File: config.mk
export PLATFORM = sky130hd
export DESIGN_NAME = legv8_control_fsm
export DESIGN_NICKNAME = d
export VERILOG_FILES = /design/src/rtl/legv8_control_fsm.sv
export SDC_FILE = /design/constraint.sdc
export NUM_CORES = 1
export LEC_CHECK = 0
export ABC_AREA = 1
export BUFFER_PORTS_ARGS = -buffer_cell sky130_fd_sc_hd__buf_2
export CORE_MARGIN = 2
export CORE_UTILIZATION = 40
export CTS_BUF_LIST = sky130_fd_sc_hd__clkbuf_16
export DETAILED_ROUTE_END_ITERATION = 6
export HOLD_SLACK_MARGIN = 0.12
export PLACE_DENSITY = 0.75
export SLEW_MARGIN = 20
export SYNTH_ARGS = -nofsm -noshare
export SYNTH_HDL_FRONTEND = slang
export SYNTH_SLANG_ARGS = --single-unit
export TNS_END_PERCENT = 20
File: constraint.sdc
create_clock -name clock -period 3.8 [get_ports clock]
set_input_delay 0.38 -clock clock [delete_from_list [all_inputs] [get_ports clock]]
set_output_delay 0.38 -clock clock [all_outputs]
set_load 0.03 [all_outputs]
File: src/rtl/legv8_control_fsm.sv
`timescale 1ns/1ps
// Multi-cycle LEGv8 control unit: FETCH -> DECODE -> EX [-> MEM | BR_TEST], plus a terminal HALT state.
// State is registered; the control word, k, instr_done and halted are decoded from state, IR, status and mem_ready.
module legv8_control_fsm #(
    parameter logic [4:0] FS_ADD     = 5'b01000,
    parameter logic [4:0] FS_SUB     = 5'b01001,
    parameter logic [4:0] FS_AND     = 5'b00000,
    parameter logic [4:0] FS_ORR     = 5'b00100,
    parameter logic [4:0] FS_PASSB   = 5'b10100,
    parameter logic [1:0] MEM_CS_ROM = 2'b10,
    parameter logic [1:0] MEM_CS_RAM = 2'b01
) (
    input  logic        clock,
    input  logic        reset,
    input  logic [31:0] IR,
    input  logic [3:0]  status,
    input  logic        mem_ready,
    output logic [35:0] controlWord,
    output logic [63:0] k,
    output logic        instr_done,
    output logic        halted
);
    typedef struct packed {
        logic [4:0] fs;
        logic [4:0] sa;
        logic [4:0] sb;
        logic [4:0] da;
        logic       w_reg;
        logic       c0;
        logic [1:0] mem_cs;
        logic       b_sel;
        logic       mem_write_en;
        logic       ir_load;
        logic       status_load;
        logic [1:0] size;
        logic       add_tri_sel;
        logic [1:0] data_tri_sel;
        logic       pc_sel;
        logic [1:0] pc_fs;
    } cw_t;

    typedef enum logic [2:0] {S_FETCH, S_DECODE, S_EX, S_MEM, S_BR_TEST, S_HALT} state_t;
    typedef enum logic [3:0] {
        C_ADD, C_SUB, C_AND, C_ORR, C_ADDS, C_SUBS, C_ADDI, C_SUBI,
        C_LDUR, C_STUR, C_B, C_CBZ, C_BCOND, C_ILL
    } cls_t;

    state_t r_state;
    cls_t   r_cls;
    cls_t   w_dec_cls;
    logic   w_cond;
    cw_t    w_cw;
    logic [63:0] w_k;
    logic   w_done;

    always_comb begin
        w_dec_cls = C_ILL;
        if      (IR[31:26] == 6'b000101)   w_dec_cls = C_B;
        else if (IR[31:24] == 8'b10110100) w_dec_cls = C_CBZ;
        else if (IR[31:24] == 8'b01010100) w_dec_cls = C_BCOND;
        else if (IR[31:22] == 10'b1001000100) w_dec_cls = C_ADDI;
        else if (IR[31:22] == 10'b1101000100) w_dec_cls = C_SUBI;
        else begin
            case (IR[31:21])
                11'b10001011000: w_dec_cls = C_ADD;
                11'b11001011000: w_dec_cls = C_SUB;
                11'b10001010000: w_dec_cls = C_AND;
                11'b10101010000: w_dec_cls = C_ORR;
                11'b10101011000: w_dec_cls = C_ADDS;
                11'b11101011000: w_dec_cls = C_SUBS;
                11'b11111000010: w_dec_cls = C_LDUR;
                11'b11111000000: w_dec_cls = C_STUR;
                default:         w_dec_cls = C_ILL;
            endcase
        end
    end

    // status is {V,C,N,Z}
    always_comb begin
        w_cond = 1'b1;
        case (IR[3:0])
            4'h0: w_cond = status[0];
            4'h1: w_cond = !status[0];
            4'h2: w_cond = status[2];
            4'h3: w_cond = !status[2];
            4'h4: w_cond = status[1];
            4'h5: w_cond = !status[1];
            4'h6: w_cond = status[3];
            4'h7: w_cond = !status[3];
            4'h8: w_cond = status[2] & !status[0];
            4'h9: w_cond = !(status[2] & !status[0]);
            4'hA: w_cond = (status[1] == status[3]);
            4'hB: w_cond = (status[1] != status[3]);
            4'hC: w_cond = !status[0] & (status[1] == status[3]);
            4'hD: w_cond = !(!status[0] & (status[1] == status[3]));
            default: w_cond = 1'b1;
        endcase
    end

    always_ff @(posedge clock or negedge reset) begin
        if (!reset) begin
            r_state <= S_FETCH;
            r_cls   <= C_ILL;
        end else begin
            case (r_state)
                S_FETCH:  if (mem_ready) r_state <= S_DECODE;
                S_DECODE: begin
                    r_cls   <= w_dec_cls;
                    r_state <= S_EX;
                end
                S_EX: begin
                    case (r_cls)
                        C_LDUR, C_STUR: r_state <= S_MEM;
                        C_CBZ:          r_state <= S_BR_TEST;
                        C_ILL:          r_state <= S_HALT;
                        default:        r_state <= S_FETCH;
                    endcase
                end
                S_MEM:     if (mem_ready) r_state <= S_FETCH;
                S_BR_TEST: r_state <= S_FETCH;
                S_HALT:    r_state <= S_HALT;
                default:   r_state <= S_FETCH;
            endcase
        end
    end

    // PC only advances in an instruction's last cycle, so branch targets are relative to its own address.
    always_comb begin
        w_cw   = '0;
        w_k    = '0;
        w_done = 1'b0;
        case (r_state)
            S_FETCH: begin
                w_cw.add_tri_sel  = 1'b1;
                w_cw.mem_cs       = MEM_CS_ROM;
                w_cw.size         = 2'b10;
                w_cw.data_tri_sel = 2'd3;
                w_cw.ir_load      = mem_ready;
            end
            S_EX: begin
                case (r_cls)
                    C_ADD, C_SUB, C_AND, C_ORR, C_ADDS, C_SUBS, C_ADDI, C_SUBI: begin
                        w_cw.sa    = IR[9:5];
                        w_cw.sb    = IR[20:16];
                        w_cw.da    = IR[4:0];
                        w_cw.w_reg = 1'b1;
                        w_cw.pc_fs = 2'b01;
                        w_done     = 1'b1;
                        case (r_cls)
                            C_SUB, C_SUBS, C_SUBI: begin
                                w_cw.fs = FS_SUB;
                                w_cw.c0 = 1'b1;
                            end
                            C_AND:   w_cw.fs = FS_AND;
                            C_ORR:   w_cw.fs = FS_ORR;
                            default: w_cw.fs = FS_ADD;
                        endcase
                        w_cw.status_load = (r_cls == C_ADDS) || (r_cls == C_SUBS);
                        if (r_cls == C_ADDI || r_cls == C_SUBI) begin
                            w_cw.b_sel = 1'b1;
                            w_k        = {52'd0, IR[21:10]};
                        end
                    end
                    C_B: begin
                        w_cw.pc_sel = 1'b1;
                        w_cw.pc_fs  = 2'b10;
                        w_k         = {{38{IR[25]}}, IR[25:0]};
                        w_done      = 1'b1;
                    end
                    C_CBZ: begin
                        w_cw.sb          = IR[4:0];
                        w_cw.fs          = FS_PASSB;
                        w_cw.status_load = 1'b1;
                    end
                    C_BCOND: begin
                        w_done = 1'b1;
                        if (w_cond) begin
                            w_cw.pc_sel = 1'b1;
                            w_cw.pc_fs  = 2'b10;
                            w_k         = {{45{IR[23]}}, IR[23:5]};
                        end else begin
                            w_cw.pc_fs = 2'b01;
                        end
                    end
                    default: ;
                endcase
            end
            S_MEM: begin
                w_cw.sa     = IR[9:5];
                w_cw.b_sel  = 1'b1;
                w_cw.fs     = FS_ADD;
                w_cw.mem_cs = MEM_CS_RAM;
                w_cw.size   = 2'b11;
                w_k         = {{55{IR[20]}}, IR[20:12]};
                if (r_cls == C_LDUR) begin
                    w_cw.data_tri_sel = 2'd3;
                    w_cw.da           = IR[4:0];
                    w_cw.w_reg        = mem_ready;
                end else begin
                    w_cw.sb           = IR[4:0];
                    w_cw.data_tri_sel = 2'd1;
                    w_cw.mem_write_en = 1'b1;
                end
                if (mem_ready) begin
                    w_cw.pc_fs = 2'b01;
                    w_done     = 1'b1;
                end
            end
            S_BR_TEST: begin
                w_done = 1'b1;
                if (status[0]) begin
                    w_cw.pc_sel = 1'b1;
                    w_cw.pc_fs  = 2'b10;
                    w_k         = {{45{IR[23]}}, IR[23:5]};
                end else begin
                    w_cw.pc_fs = 2'b01;
                end
            end
            default: ;
        endcase
    end

    // Reset gates the outputs directly so no write strobe outlives its assertion.
    assign controlWord = reset ? w_cw : 36'd0;
    assign k           = reset ? w_k : 64'd0;
    assign instr_done  = reset & w_done;
    assign halted      = reset & (r_state == S_HALT);
endmodule

# Word level (Yosys, flattened, before mapping)
# Cells that the tools add are included.
# Widths: inputs -> output; s select.
[op_classes]
eq_ne = 48
muxes = 53
bitwise_logic = 4
reduce_logical = 16
[op_table]
columns = ["operator", "n"]
rows = [
  ["$pmux 64 s3", 2],
  ["$mux 64", 3],
  ["$eq 11x11->1 const B", 8],
  ["$eq 4x4->1 const B", 12],
  ["$pmux 21 s2", 1],
  ["$mux 36", 1],
  ["$eq 4x3->1 const B", 8],
  ["$pmux 4 s8", 1],
  ["$eq 10x10->1 const B", 2],
  ["$mux 4", 5],
  ["$pmux 5 s2", 2],
  ["$eq 4x2->1 const B", 4],
  ["$pmux 3 s5", 1],
  ["$mux 1", 14],
  ["$pmux 1 s14", 1],
  ["$mux 12", 1],
  ["$pmux 2 s2", 3],
  ["$pmux 2 s3", 2],
  ["$pmux 4 s3", 1],
  ["$mux 5", 2],
  ["$reduce_or 10->1", 1],
  ["$pmux 3 s3", 1],
  ["$eq 4x1->1 const B", 2],
  ["$eq 8x7->1 const B", 1],
  ["other kinds (23)", 42],
]
[word_totals]
register_bits = 7
in_bits = 39
output_inout_bits = 102
elab_cells = 123

# Logic depth before layout (Yosys ltp)
# Gate-level depths: netlist (run 1).
[depth]
depth_word = 8
mapped_depth = 13
depth_no_buf = 11

# Worst setup path before layout (run 1)
# No wires, ideal clock.
[synth_timing]
path_type = "register to output"
start = "reg r_cls[3]"
end = "out k[26]"
arrival_ns = 3.610
slack_ns = -0.190
stages_incl_launch_ff = 9
path_cell_list = "dfstp_2 > inv_1 > nor3_4 > clkbuf_1 > nand2_1 > nand2_1 > nand2_1 > a21oi_1 > buf_4"
[synth_between]
elab_chain_len = 5
[synth_lines]
columns = ["item", "line_no", "text"]
rows = [
  ["from (decl)", "49", "cls_t r_cls;"],
  ["from (signal assigned)", "108", "r_cls <= w_dec_cls;"],
  ["$eq 4x3->1 (tied with other cells)", "141", "case (r_cls)"],
  ["$reduce_or 8->1", "141", ""],
  ["$pmux 64 s3 *", "141", ""],
  ["$pmux 64 s3 *", "132", "case (r_state)"],
  ["$mux 64 *", "225", "assign k = reset ? w_k : 64'd0;"],
  ["to (decl)", "19", "output logic [63:0] k,"],
]
# Mark *: on every way between the ends. The rest lies on a longest branch, timed or not.

# Worst setup path after layout (run 1)
[layout_timing]
start = "reg r_state[0]"
end = "out k[0]"
[layout_between]
elab_chain_len = 3
[layout_lines]
columns = ["item", "line_no", "text"]
rows = [
  ["from (decl)", "48", "state_t r_state;"],
  ["from (signal assigned)", "102", "r_state <= S_FETCH;"],
  ["from (signal assigned)", "106", "S_FETCH: if (mem_ready) r_state <= S_DECODE;"],
  ["from (signal assigned)", "109", "r_state <= S_EX;"],
  ["$eq 3x3->1 or $eq 3x2->1 (tied branches)", "132", ""],
  ["$pmux 64 s3 *", "132", ""],
  ["$mux 64 *", "225", ""],
]
# Marked as above.

==> qor.csv, run 1 <==
metric,value,unit
Lkg Pwr,1.67,nW
post-synthesis cell type count,41,
Hold Fails Final Rpt,0,
Post-CTS Resized,0,
status,completed,
area of the core,0.00557,sq mm
synthesized area per cell,5.61,sq um
RSZ-0062 raised after global routing,no,
antenna violations before repair,0,
Crit. End Element,output port,
CP dominant cell by count,nand2_4,
most frequent cells in the layout,"buf_2, nand2_1, inv_1",
Layout fillers,582,
Synth area leaders,"buf_4, nand2_1, inv_1",
HP Class,in -> reg,
drc violations,0,
Placer Congestion,0.899,
vias in the first global route,2550,
Final Skew,2.22,ps
Final Max Tran Viols,0,
Final Cycle Share,78.9,%
Buffers on Ports,139,
setup TNS,0,ps
CTS tree,yes,
largest net degree at the start of global routing,40,
P&R area growth vs syn,21.7,%
Max Fclk,333,MHz
clk root buf,clkbuf_16,
"Cell Area, Synth",0.00234,sq mm
Initial Util,42.0,%
Crit Path Max Fanout,20,
Max H-tree Level,1,
post-DR vias/cell,5.19,
worst path cell trace,inv_1 -> nand2_4 -> nor2_4 -> inv_2 -> a21oi_4 -> nand3_4 -> nand2_4 -> nand2_1 -> a21oi_1 -> buf_2,
"most common cell after layout, fill and taps aside",buf_2,
Syn Inst Count,418,
post-place setup slack,1070,ps
nets@finish,548,
DIE WIDTH,80.5,um
"Seq/Total Area, Yosys",7.63,%
Die ar.,0.00649,sq mm
post-layout minimum cycle time,3000,ps
Placed Area,0.00276,sq mm
cell area after layout,0.00285,sq mm
GRT overflow,0,
DP Wirelength,6160,um
number of I/O pins,141,
Die Y,80.5,um
share of cells above drive strength 1,36.8,%
Worst EP arrival,2620,ps
CP max-delay cell,a21oi_4,
WL final,7570,um
vias,3009,
fin worst setup slack,800,ps
P per Cell Area,542,mW/mm^2
R2R setup slack,2200,ps
Max-slew headroom,50.0,%
antenna diode count,0,
cts bufs inserted,3,
Yosys reg bits,7,
CTS clock-pin slew for the worst setup and hold paths,40,ps
Synth Warn #,0,
clock tree buffer depth,2,
Post-DRT Antenna Nets,0,
Yosys top cell area share,13.8,%
Max Cap Viol,0,
Initial DRT Pass Iterations,5,
slew at the pin closest to its max-slew limit,750,ps
std cell rows,27,
WL/cell,13.1,um
startpoint class of the critical path,flip-flop,
maximum vdd drop,0.429,mV
type of the worst setup path,reg -> out,
"Req. time, crit path",3420,ps
DRT iter0 DRCs,306,
Post-Synthesis Net Count,457,
clk_lat worst skew,230,ps
global-route wire length before repair,11700,um
# clock sinks,7,
"Largest stage delay, worst path",480,ps
hold bufs inserted after CTS,1,
Setup Viol. Count Final,0,
biggest area consumer among synthesized cells,buf_4,
Total Routing Usage GR,22.0,%
# Post-CTS Setup Buffers,0,
-- cells in the mapped netlist, drive strengths merged --
| cell | instances |
|---|---|
| a2111oi | 1 |
| a211oi | 1 |
| a21oi | 35 |
| a22oi | 13 |
| a31oi | 2 |
| a32oi | 1 |
| buf | 48 |
| clkbuf | 10 |
| clkinv | 1 |
| conb | 1 |
| dfrtp | 4 |
| dfstp | 3 |
| inv | 61 |
| nand2 | 92 |
| nand3 | 32 |
| nand3b | 4 |
| nand4 | 4 |
| nor2 | 50 |
| nor3 | 23 |
| nor4 | 3 |
| o211ai | 1 |
| o21a | 6 |
| o21ai | 9 |
| o22ai | 13 |
-- cells by family after synthesis --
family                 share of synthesized area (%)
flip-flops                                      7.64
other                                          0.160
AO/OA/AOI/OAI                                   23.1
AND/OR/NAND/NOR                                 42.1
buffers and inverters                           27.0
-- worst max-delay path: cells and delay by family (launching register included) --
kind	cells	cell delay (ps)
buffers and inverters	3	510
AOI/OAI and AO/OA	2	620
DFF	1	370
and+or+nand+nor	5	870
-- metal layers --
layer,vias up,routed length (um),GRT usage [%]
met5,-,0,0
met4,0,169,6.27
met3,18,693,2.81
met2,150,3480,37.0
met1,1322,3220,29.4
li1,1519,-,-
-- area by class of cell --
cell class | instances | area [sq um] | area share, %
multi-input cells | 291 | 1540 | 53.8
repair buffers | 144 | 736 | 25.8
inverters | 62 | 233 | 8.16
flip-flops and latches | 7 | 179 | 6.27
well taps | 72 | 90.1 | 3.16
clock buffers | 3 | 75.1 | 2.63
clock inverters | 1 | 5.00 | 0.175
-- power by group --
part | switching [W] | internal, W | total [W]
Clock | 0.0000410 | 0.000138 | 0.000179
Combinational | 0.000875 | 0.000318 | 0.00119
Sequential | 0.0000498 | 0.000124 | 0.000174
-- flip-flops by register name, summed over array words and instances (netlist names) --
| register | flops |
|---|---|
| r_cls | 4 |
| r_state | 3 |
-- worst paths after layout --
kind / startpoint / end / cells past startpoint
min in group asynchronous: reset / r_state[1]$_DFFE_PN0P_ / 2
worst max register to register: r_state[2]$_DFFE_PN0P_ / r_cls[1]$_DFFE_PN0N_ / 6
worst min register to register: r_cls[0]$_DFFE_PN1N_ / r_cls[0]$_DFFE_PN1N_ / 2
worst max-delay path: r_state[0]$_DFFE_PN0P_ / k[0] / 10
worst min-delay path: IR[30] / r_cls[0]$_DFFE_PN1N_ / 4
max in group asynchronous: reset / r_cls[2]$_DFFE_PN1N_ / 2
-- metrics by stage --
| stage | std cells | hold slack [ps] | power (W) | util [%] |
|---|---|---|---|---|
| after floorplan | 418 | 84.4 | 0.00116 | - |
| after global placement | 575 | 284 | 0.00135 | 49.6 |
| after detailed placement | 575 | 288 | 0.00136 | 49.6 |
| after CTS | 580 | 506 | 0.00154 | 51.2 |
| after global routing | 580 | 538 | 0.00167 | 51.2 |
| final | 580 | 505 | 0.00155 | 51.2 |
Power figures use the tool's default switching activity.
==> run 2: changes to the inputs <==
- clock period: 3.8 -> 2.91 ns (I/O delays scaled with it)
==> run 2 against run 1 <==
Effect of this change: non-clock buffer count is 3 higher; via count up 3.4%; first-iteration DRC count is 33% lower; routed wire length rose by 4.2%; sequential share of layout area down 0.073 points; combinational power is 33% higher; largest cell class unchanged; largest power group unchanged; highest routed layer unchanged.
==> qor.csv, run 2 (same netlist as run 1, synthesis figures left out) <==
metric,value,unit
status,completed,
setup TNS,0,ps
Worst R2R Start,r_cls[0]$_DFFE_PN1N_,
WL final,7890,um
maximum vdd drop,0.503,mV
P_int,0.000771,W
largest net degree at the start of global routing,40,
origin of the worst setup path,r_state[0]$_DFFE_PN0P_,
std cell rows,27,
DRT iter0 DRCs,205,
"most common cell after layout, fill and taps aside",buf_2,
number of flip-flops in the largest register,4,
Buffers on Ports,139,
startpoint class of the critical path,flip-flop,
most frequent cells in the layout,"buf_2, nand2_1, inv_1",
R2R setup slack,1310,ps
share of cells above drive strength 1,37.2,%
CP dominant cell by count,nand2_4,
vias,3112,
Final Cycle Share,89.2,%
drc violations,0,
Sw Pwr,0.00127,W
CP max-delay cell,dfrtp_1,
Initial Util,42.0,%
cts bufs inserted,3,
cell area after layout,0.00289,sq mm
clock tree buffer depth,2,
FF-to-FF End,r_state[0]$_DFFE_PN0P_,
sequential power share,11.1,%
Placer Congestion,0.981,
worst path buffer plus inverter count,3,
Clk pwr share,11.5,%
Die ar.,0.00649,sq mm
number of I/O pins,141,
nets@finish,551,
Final Max Tran Viols,0,
post-place setup slack,463,ps
antenna diode count,0,
Total Routing Usage GR,23.0,%
post-layout minimum cycle time,2600,ps
Lkg Pwr,1.69,nW
Logic pwr share,77.4,%
Largest regs,"r_cls x4, r_state x3",
Max-slew headroom,56.7,%
fin worst setup slack,314,ps
post-DR vias/cell,5.34,
DIE WIDTH,80.5,um
cell family with most CP delay,simple AND/OR/NAND/NOR gates,
worst setup path endpoint,k[1],
CTS clock-pin slew for the worst setup and hold paths,40,ps
Setup Viol. Count Final,0,
"Req. time, crit path",2620,ps
Placed Area,0.00279,sq mm
DP Wirelength,6380,um
Final Skew,0.705,ps
vias in the first global route,2587,
Initial DRT Pass Iterations,5,
slew at the pin closest to its max-slew limit,648,ps
area of the core,0.00557,sq mm
Worst EP arrival,2300,ps
CTS tree,yes,
Hold Fails Final Rpt,0,
Max Fclk,385,MHz
Crit path depth,10,
clk root buf,clkbuf_16,
FF-to-FF path depth,4,
RSZ-0062 raised after global routing,no,
global-route wire length before repair,12000,um
P per Cell Area,708,mW/mm^2
Max H-tree Level,1,
clk_lat worst skew,230,ps
P&R area growth vs syn,23.2,%
Crit. End Element,output port,
Switching Fraction,62.3,%
# Post-CTS Setup Buffers,0,
type of the worst setup path,reg -> out,
fin util,51.8,%
Post-DRT Antenna Nets,0,
GRT overflow,0,
HP Class,in -> reg,
Max Cap Viol,0,
worst path cell trace,inv_1 -> nand2_4 -> nor2_4 -> inv_2 -> a21oi_4 -> nand3_4 -> nand2_4 -> nand2_1 -> a21oi_1 -> buf_2,
"Most flops, register",r_cls,
Die Y,80.5,um
antenna violations before repair,0,
Crit Path Max Fanout,12,
# clock sinks,7,
WL/cell,13.5,um
"Largest stage delay, worst path",370,ps
[run 2: final cells by class]
cell class                 instances  area, sq um
fill                             602         2690
sequential                         7          179
inverter                          62          233
clock buffer                       3         75.1
clock inverter                     1         3.75
multi-input combinational        291         1550
tap                               72         90.1
timing repair buffer             147          758
[run 2: worst reg2reg max path, cell delays in order, from the launching register on]
cell and delay, ps:
dfstp_2 620, inv_1 110, a2111oi_0 500, nor3_1 90, o21ai_0 190
[run 2: repair_timing]
item,CTS,global route
endpoints found under the setup margin,0,39
hold buffers,1,0
gates resized for setup,0,1
hold endpoints to repair,4,0
[run 2: worst min-delay path by stage]
stage / start / to / slack [ps] / cells after the start
floorplan: reset / r_cls[1]$_DFFE_PN0N_ / -5 / 0
global placement: reset / r_state[1]$_DFFE_PN0P_ / 240 / 2
detailed placement: reset / r_cls[1]$_DFFE_PN0N_ / 250 / 2
CTS: mem_ready / r_state[0]$_DFFE_PN0P_ / 410 / 3
global route: IR[31] / r_cls[1]$_DFFE_PN0N_ / 430 / 3
finish: mem_ready / r_state[0]$_DFFE_PN0P_ / 400 / 3
[run 2: power by group through the flow]
stage | logic (W) | registers [W] | clock network, W
4_1_cts | 0.00158 | 0.000227 | 0.000238
6_report | 0.00158 | 0.000227 | 0.000235
3_3_place_gp | 0.00155 | 0.000226 | 0
2_1_floorplan | 0.00130 | 0.000216 | 0
3_5_place_dp | 0.00157 | 0.000228 | 0
5_1_grt | 0.00172 | 0.000238 | 0.000244
[run 2: metal layers]
layer | vias up | GRT usage (%) | wire length [um]
met2 | 177 | 40.8 | 3830
met4 | 0 | 7.12 | 157
li1 | 1515 | - | -
met1 | 1405 | 29.5 | 3260
met3 | 15 | 1.46 | 641
met5 | - | 0 | 0
[run 2: through the flow]
stage	cells	hold slack [ps]	total power (W)
2_1_floorplan	418	-4.59	0.00152
4_1_cts	583	412	0.00204
6_report	583	401	0.00204
5_1_grt	583	430	0.00220
3_5_place_dp	578	245	0.00180
3_3_place_gp	578	240	0.00178
